$ cat config.mk
export PLATFORM = sky130hd
export DESIGN_NAME = fs_serial_sub_flat
export DESIGN_NICKNAME = d
export VERILOG_FILES = /design/src/rtl/fs_pkg.sv /design/src/rtl/fs_serial_sub_if.sv /design/src/rtl/fs_bit.sv /design/src/rtl/fs_serial_sub.sv /design/src/flat_wrapper.sv
export SDC_FILE = /design/constraint.sdc
export NUM_CORES = 1
export LEC_CHECK = 0
export CAP_MARGIN = 20
export CORE_MARGIN = 10
export CORE_UTILIZATION = 50
export CTS_BUF_LIST = sky130_fd_sc_hd__clkbuf_4 sky130_fd_sc_hd__clkbuf_8
export DETAILED_ROUTE_END_ITERATION = 10
export PLACE_DENSITY = 0.83
export SYNTH_ARGS = -nofsm -noshare
export SYNTH_HDL_FRONTEND = slang
export SYNTH_HIERARCHICAL = 1
export SYNTH_SLANG_ARGS = --single-unit
export TNS_END_PERCENT = 30
$ cat constraint.sdc
create_clock -name clk -period 2.3 [get_ports clk]
set_clock_uncertainty 0.2 [all_clocks]
set_input_delay 0.345 -clock clk [delete_from_list [all_inputs] [get_ports clk]]
set_output_delay 0.345 -clock clk [all_outputs]
set_load 0.1 [all_outputs]
$ cat src/rtl/fs_pkg.sv
// Shared types and constants for the bit-serial subtractor.
// The FS_OVF_EN macro adds a signed-overflow flag (see fs_serial_sub).
package fs_pkg;

    typedef enum logic [1:0] {
        IDLE = 2'b00,
        RUN  = 2'b01,
        DONE = 2'b10
    } fs_state_e;

    localparam int DEFAULT_WIDTH = 4;

endpackage

$ cat src/rtl/fs_serial_sub_if.sv
// Handshake/operand bundle between a controller and fs_serial_sub.
// Defining FS_OVF_EN adds the ov result flag to the bundle.
interface fs_serial_sub_if
    import fs_pkg::*;
#(
    parameter int WIDTH = DEFAULT_WIDTH
) ();

    logic             start;
    logic [WIDTH-1:0] a;
    logic [WIDTH-1:0] b;
    logic             bi;
    logic             busy;
    logic             done;
    logic [WIDTH-1:0] d;
    logic             bo;
`ifdef FS_OVF_EN
    logic             ov;

    modport master (output start, a, b, bi, input busy, done, d, bo, ov);
    modport slave  (input start, a, b, bi, output busy, done, d, bo, ov);
`else
    modport master (output start, a, b, bi, input busy, done, d, bo);
    modport slave  (input start, a, b, bi, output busy, done, d, bo);
`endif

endinterface

$ cat src/rtl/fs_bit.sv
// Combinational one-bit full subtractor: d = a - b - bi with borrow out.
module fs_bit (
    input  logic a,
    input  logic b,
    input  logic bi,
    output logic d,
    output logic bo
);

    assign d  = a ^ b ^ bi;
    assign bo = (~a & b) | (~(a ^ b) & bi);

endmodule

$ cat src/rtl/fs_serial_sub.sv
// Bit-serial subtractor: d = a - b - bi, LSB first, one bit per clock through one fs_bit.
// Optional macro FS_OVF_EN adds a registered signed-overflow output ov.
module fs_serial_sub
    import fs_pkg::*;
#(
    parameter int WIDTH = DEFAULT_WIDTH
) (
    input  logic           clk,
    input  logic           rst,
    fs_serial_sub_if.slave bus
);

    localparam int CNT_W = $clog2(WIDTH);

    fs_state_e        state_r;
    logic [WIDTH-1:0] a_sh_r;
    logic [WIDTH-1:0] b_sh_r;
    logic [WIDTH-2:0] r_sh_r;
    logic [WIDTH-1:0] d_r;
    logic [CNT_W-1:0] cnt_r;
    logic             br_r;
    logic             bo_r;
    logic             busy_r;
    logic             done_r;
    logic             diff_s;
    logic             bout_s;
    logic             last_s;
    logic [WIDTH-1:0] res_s;
`ifdef FS_OVF_EN
    logic             a_msb_r;
    logic             b_msb_r;
    logic             ov_r;
`endif

    fs_bit u_bit (
        .a  (a_sh_r[0]),
        .b  (b_sh_r[0]),
        .bi (br_r),
        .d  (diff_s),
        .bo (bout_s)
    );

    // r_sh_r keeps only the bits that survive the next shift; res_s is the full shifted word
    assign res_s  = {diff_s, r_sh_r};
    assign last_s = (cnt_r == CNT_W'(WIDTH - 1));

    // Control FSM and serial datapath; results update only on the edge that enters DONE
    always_ff @(posedge clk or posedge rst) begin
        if (rst) begin
            state_r <= IDLE;
            a_sh_r  <= {WIDTH{1'b0}};
            b_sh_r  <= {WIDTH{1'b0}};
            r_sh_r  <= {(WIDTH-1){1'b0}};
            d_r     <= {WIDTH{1'b0}};
            cnt_r   <= {CNT_W{1'b0}};
            br_r    <= 1'b0;
            bo_r    <= 1'b0;
            busy_r  <= 1'b0;
            done_r  <= 1'b0;
`ifdef FS_OVF_EN
            a_msb_r <= 1'b0;
            b_msb_r <= 1'b0;
            ov_r    <= 1'b0;
`endif
        end else begin
            case (state_r)
                IDLE, DONE: begin
                    done_r <= 1'b0;
                    if (bus.start) begin
                        a_sh_r  <= bus.a;
                        b_sh_r  <= bus.b;
                        br_r    <= bus.bi;
                        r_sh_r  <= {(WIDTH-1){1'b0}};
                        cnt_r   <= {CNT_W{1'b0}};
                        busy_r  <= 1'b1;
                        state_r <= RUN;
`ifdef FS_OVF_EN
                        a_msb_r <= bus.a[WIDTH-1];
                        b_msb_r <= bus.b[WIDTH-1];
`endif
                    end else begin
                        busy_r  <= 1'b0;
                        state_r <= IDLE;
                    end
                end
                RUN: begin
                    a_sh_r <= {1'b0, a_sh_r[WIDTH-1:1]};
                    b_sh_r <= {1'b0, b_sh_r[WIDTH-1:1]};
                    br_r   <= bout_s;
                    r_sh_r <= res_s[WIDTH-1:1];
                    cnt_r  <= cnt_r + CNT_W'(1);
                    if (last_s) begin
                        d_r     <= res_s;
                        bo_r    <= bout_s;
                        busy_r  <= 1'b0;
                        done_r  <= 1'b1;
                        state_r <= DONE;
`ifdef FS_OVF_EN
                        // Result MSB is the bit being produced now
                        ov_r    <= (a_msb_r != b_msb_r) && (diff_s != a_msb_r);
`endif
                    end else begin
                        busy_r  <= 1'b1;
                        done_r  <= 1'b0;
                        state_r <= RUN;
                    end
                end
                default: begin
                    busy_r  <= 1'b0;
                    done_r  <= 1'b0;
                    state_r <= IDLE;
                end
            endcase
        end
    end

    assign bus.busy = busy_r;
    assign bus.done = done_r;
    assign bus.d    = d_r;
    assign bus.bo   = bo_r;
`ifdef FS_OVF_EN
    assign bus.ov   = ov_r;
`endif

endmodule

$ cat src/flat_wrapper.sv
// flat-port wrapper written by rule: the top's interface ports become plain ports
module fs_serial_sub_flat import fs_pkg::*;
#(
    parameter int WIDTH = DEFAULT_WIDTH
)
  (clk, rst, bus_start, bus_a, bus_b, bus_bi, bus_busy, bus_done, bus_d, bus_bo);
  fs_serial_sub_if #(.WIDTH(WIDTH)) bus_i ();
  input  logic clk;
  input  logic rst;
  input wire logic [$bits(bus_i.start)-1:0] bus_start;
  input wire logic [$bits(bus_i.a)-1:0] bus_a;
  input wire logic [$bits(bus_i.b)-1:0] bus_b;
  input wire logic [$bits(bus_i.bi)-1:0] bus_bi;
  output wire logic [$bits(bus_i.busy)-1:0] bus_busy;
  output wire logic [$bits(bus_i.done)-1:0] bus_done;
  output wire logic [$bits(bus_i.d)-1:0] bus_d;
  output wire logic [$bits(bus_i.bo)-1:0] bus_bo;
  assign bus_i.start = bus_start;
  assign bus_i.a = bus_a;
  assign bus_i.b = bus_b;
  assign bus_i.bi = bus_bi;
  assign bus_busy = bus_i.busy;
  assign bus_done = bus_i.done;
  assign bus_d = bus_i.d;
  assign bus_bo = bus_i.bo;
  fs_serial_sub #(.WIDTH(WIDTH)) u_core (.clk(clk), .rst(rst), .bus(bus_i));
endmodule
# Word-level counts from Yosys, hierarchy flattened
# Cells that the tools add are included.
[classes]
bitwise_logic = 7
mux = 18
n_eq_ne = 4
reduce_logical = 5
add_sub_neg = 1
[ops]
columns = ["op", "n"]
rows = [
  ["$pmux W4 S2", 2],
  ["$mux W4", 2],
  ["$pmux W2 S2", 2],
  ["$mux W1", 6],
  ["$pmux W3 S2", 1],
  ["$eq A2 B2 Y1 const B", 2],
  ["$mux W2", 2],
  ["$pmux W1 S2", 2],
  ["$reduce_and A2 Y1", 2],
  ["$mux W3", 1],
  ["$add A2 B1 Y2 const B", 1],
  ["$and A1 B1 Y1", 2],
  ["$eq A2 B1 Y1 const B", 1],
  ["$logic_not A2 Y1", 1],
  ["$ne A2 B2 Y1 const B", 1],
  ["$not A1 Y1", 2],
  ["$reduce_bool A2 Y1", 1],
  ["$reduce_or A2 Y1", 1],
  ["$xor A1 B1 Y1", 2],
  ["$or A1 B1 Y1", 1],
]
[word_totals]
reg_bits = 23
output_inout_bits = 7
input_bits = 12
elab_cells = 45

# Longest topological paths before layout
[depth]
depth_word = 5
ltp_mapped = 5
depth_no_buf = 5

# Cells and area by module
# Netlist, hierarchy kept.
[by_module_without_submodules]
columns = ["mod", "cells_per_inst", "area_each_um2", "n_inst", "seq_area_each_um2"]
rows = [
  ["fs_serial_sub", 76, 938.4, 1, 525.5],
  ["fs_bit", 4, 31.3, 1, 0.0],
]

# Worst setup path after synthesis
# Ideal clock, no wire load.
[synth_path]
kind = "flip-flop to flip-flop"
startpoint = "reg u_core.state_r[0]"
endpoint = "reg u_core.bo_r, in the netlist u_core/bus.bo"
setup_ps = 125
path_buffers = 1
t_required_ps = 1975
arrival_time_ps = 1719
path_stages_with_launch = 5
synth_period_minus_slack_ps = 2044
slack_ps = 256
path_cell_list = "dfrtp_1 -> nor2b_4 -> buf_6 -> nand2_4 -> mux2_4"
[synth_via]
elab_chain_cells = 2
[synth_lines]
columns = ["item", "line_no", "rtl"]
rows = [
  ["start: declaration", "fs_serial_sub.sv:15", "fs_state_e state_r;"],
  ["start signal: assignment", "fs_serial_sub.sv:50", "state_r <= IDLE;"],
  ["start signal: assignment", "fs_serial_sub.sv:76", "state_r <= RUN;"],
  ["start signal: assignment", "fs_serial_sub.sv:83", "state_r <= IDLE;"],
  ["$eq A2 B1 Y1", "fs_serial_sub.sv:66", "case (state_r)"],
  ["$reduce_and A2 Y1 (no source line)", "n/a", ""],
  ["end signal: assignment", "fs_serial_sub.sv:94", "bo_r <= bout_s;"],
  ["end: declaration", "fs_serial_sub.sv:22", "logic bo_r;"],
]
# No other way between the ends.
# A chain may end at the register's enable or synchronous reset.

# Worst setup path after layout
# Same ends and word-level chain as after synthesis.

==> impl_metrics.json <==
{
  "ys_warn_count": 6,
  "cts_tree": "yes",
  "overflow": 0,
  "synth_seq_cells": 21,
  "grt_pass1_wl_um": 3200,
  "arrival_ns": 1.74,
  "critPathLaunchType": "flop",
  "die_y_um": 64.0,
  "vias": 677,
  "drive_gt1_share_pct": 23.0,
  "cts_sinks": 21,
  "worst_pin_slew_ns": 0.441,
  "numCtsBuffers": 3,
  "io_buffers": 18,
  "slew_viol_final": 0,
  "hold_buffers": 0,
  "synth_ff_type": "dfrtp_1",
  "avgRoutedWirePerCell_um": 15.3,
  "dieArea_mm2": 0.00410,
  "final_common_cell": "dfrtp_1",
  "drtIter0Drc": 14,
  "drcViolationCount": 0,
  "grt_pass1_vias": 689,
  "insertion_delay_ns": 0.30,
  "grt_max_degree": 22,
  "synth.avg_cell_area_um2": 12.1,
  "htreeDepth": 1,
  "hold_viol_final": 0,
  "cts_buffer_depth": 2,
  "status": "completed",
  "synth_cells": 80,
  "final-setup-viol-count": 0,
  "post-route-period-util_pct": 76.0,
  "groute.usage.overall_pct": 9.53,
  "clk_pin_slew_ns": 0.11,
  "fmax_ghz": 0.572,
  "cts_resized": 0,
  "die_w_um": 64.0,
  "rows": 15,
  "core-area_mm2": 0.00178,
  "crit_fanout": 13,
  "vias_per_cell": 5.42,
  "maxCapViolCount": 0,
  "tns_ns": 0,
  "crit_type": "flop to flop",
  "critPathLaunch": "u_core/state_r[0]",
  "nNetsFinal": 115,
  "finalWirelength_um": 1910,
  "syn_to_final_growth_pct": 23.6,
  "r2r-start": "u_core/state_r[0]",
  "place.gp.congestion": 0.786,
  "synthesis.area_um2": 970,
  "worstSetupEndpointType": "flop",
  "synthesis.nets": 94,
  "start_util_pct": 54.4,
  "antenna_found_initial": 0,
  "critPathRequiredTime_ns": 2.29,
  "synth-edff-count": 0,
  "post_cts_buffers": 0,
  "dp_hpwl_um": 1460,
  "seq_area_frac_synth_pct": 54.2,
  "drt_first_pass_iters": 4,
  "ff2ff_setup_slack_ns": 0.55,
  "final_cell_mix": "dfrtp_1, clkdlybuf4s50_1, nor2_1, buf_4",
  "synthArstFlopShare_pct": 100,
  "antennaDiodeCount": 0,
  "yosys.cell_types.count": 22,
  "postRouteAntennaNets": 0,
  "rsz0062_at_grt": "false",
  "cts_root_buf": "clkbuf_4",
  "final_util_pct": 67.2,
  "post-route-min-period_ns": 1.75,
  "min_path_type": "primary input to async pin",
  "io_pins": 19,
  "max_slew_margin_pct": 70.6
}
-- metrics by stage --
step	hold WS [ns]	cell area [µm²]	cells	setup WS, ns
2_1_floorplan	0.122	970	80	0.256
3_3_place_gp	0.286	1170	121	0.583
3_5_place_dp	0.299	1170	121	0.544
4_1_cts	0.165	1200	125	0.547
5_1_grt	0.196	1200	125	0.463
6_report	0.173	1200	125	0.553
-- worst max-delay path: stages (launching register included) --
cell     delay [ns]
dfrtp_1        0.63
nor2b_4        0.37
nand2_4        0.13
mux2_4         0.31
-- path summary, 6_finish.rpt --
check | to | depth (start not counted)
worst max-delay path | u_core/bus.bo | 3
worst min-delay path | u_core/a_sh_r[2] | 3
worst max register to register | u_core/bus.bo | 3
worst min register to register | u_core/bus.d[0] | 1
max in group asynchronous | u_core/state_r[0] | 3
min in group clk | u_core/bus.d[0] | 1
-- cell usage after synthesis (2+ instances only) --
library cell  count  area [µm²]
buf_2             2        10.0
nand2b_1          3        18.8
o21ai_0           2        10.0
mux2_4            5        75.1
buf_6             2        22.5
inv_1             5        18.8
nor2b_1           2        12.5
o22ai_1           6        37.5
dfrtp_1          21         526
a22o_1            6        52.6
nor3_1            6        30.0
mux2_2            3        33.8
nor2_1            8        30.0
-- routing by layer --
| layer | vias to the layer above | part of all wire, % | track usage (%) |
|---|---|---|---|
| met5 | - | 0 | 0 |
| met4 | 0 | 0 | 0.820 |
| met3 | 0 | 6.7 | 4.70 |
| met2 | 18 | 52 | 15.7 |
| met1 | 336 | 42 | 11.4 |
| li1 | 323 | - | - |
-- area by class of cell --
cell class	count	area, µm²
well taps	25	31.3
repair buffers	20	203
inverters	5	18.8
multi-input cells	50	393
fillers	142	584
clock buffers	3	22.5
flip-flops and latches	21	526
clock inverters	1	5.00
-- kinds of logic after synthesis --
kind of cell             Yosys count  synth area share [%]
AND/OR/NAND/NOR                   22                  12.4
XOR/XNOR                           1                 0.903
AO/OA/AOI/OAI                     16                  11.6
flip-flops                        21                  54.2
adder cells (fa/ha/maj)            2                  3.35
multiplexers                       9                  12.3
buffers and inverters              9                  5.29
-- flip-flops by register name (all words and copies together) (netlist names) --
register,count
u_core/a_sh_r,4
u_core/b_sh_r,4
u_core/br_r,1
u_core/bus.bo,1
u_core/bus.d,4
u_core/cnt_r,2
u_core/r_sh_r,3
u_core/state_r,2
Power is not shown: default switching activity piles up to over one toggle a cycle in this logic, so the estimate is an artifact.
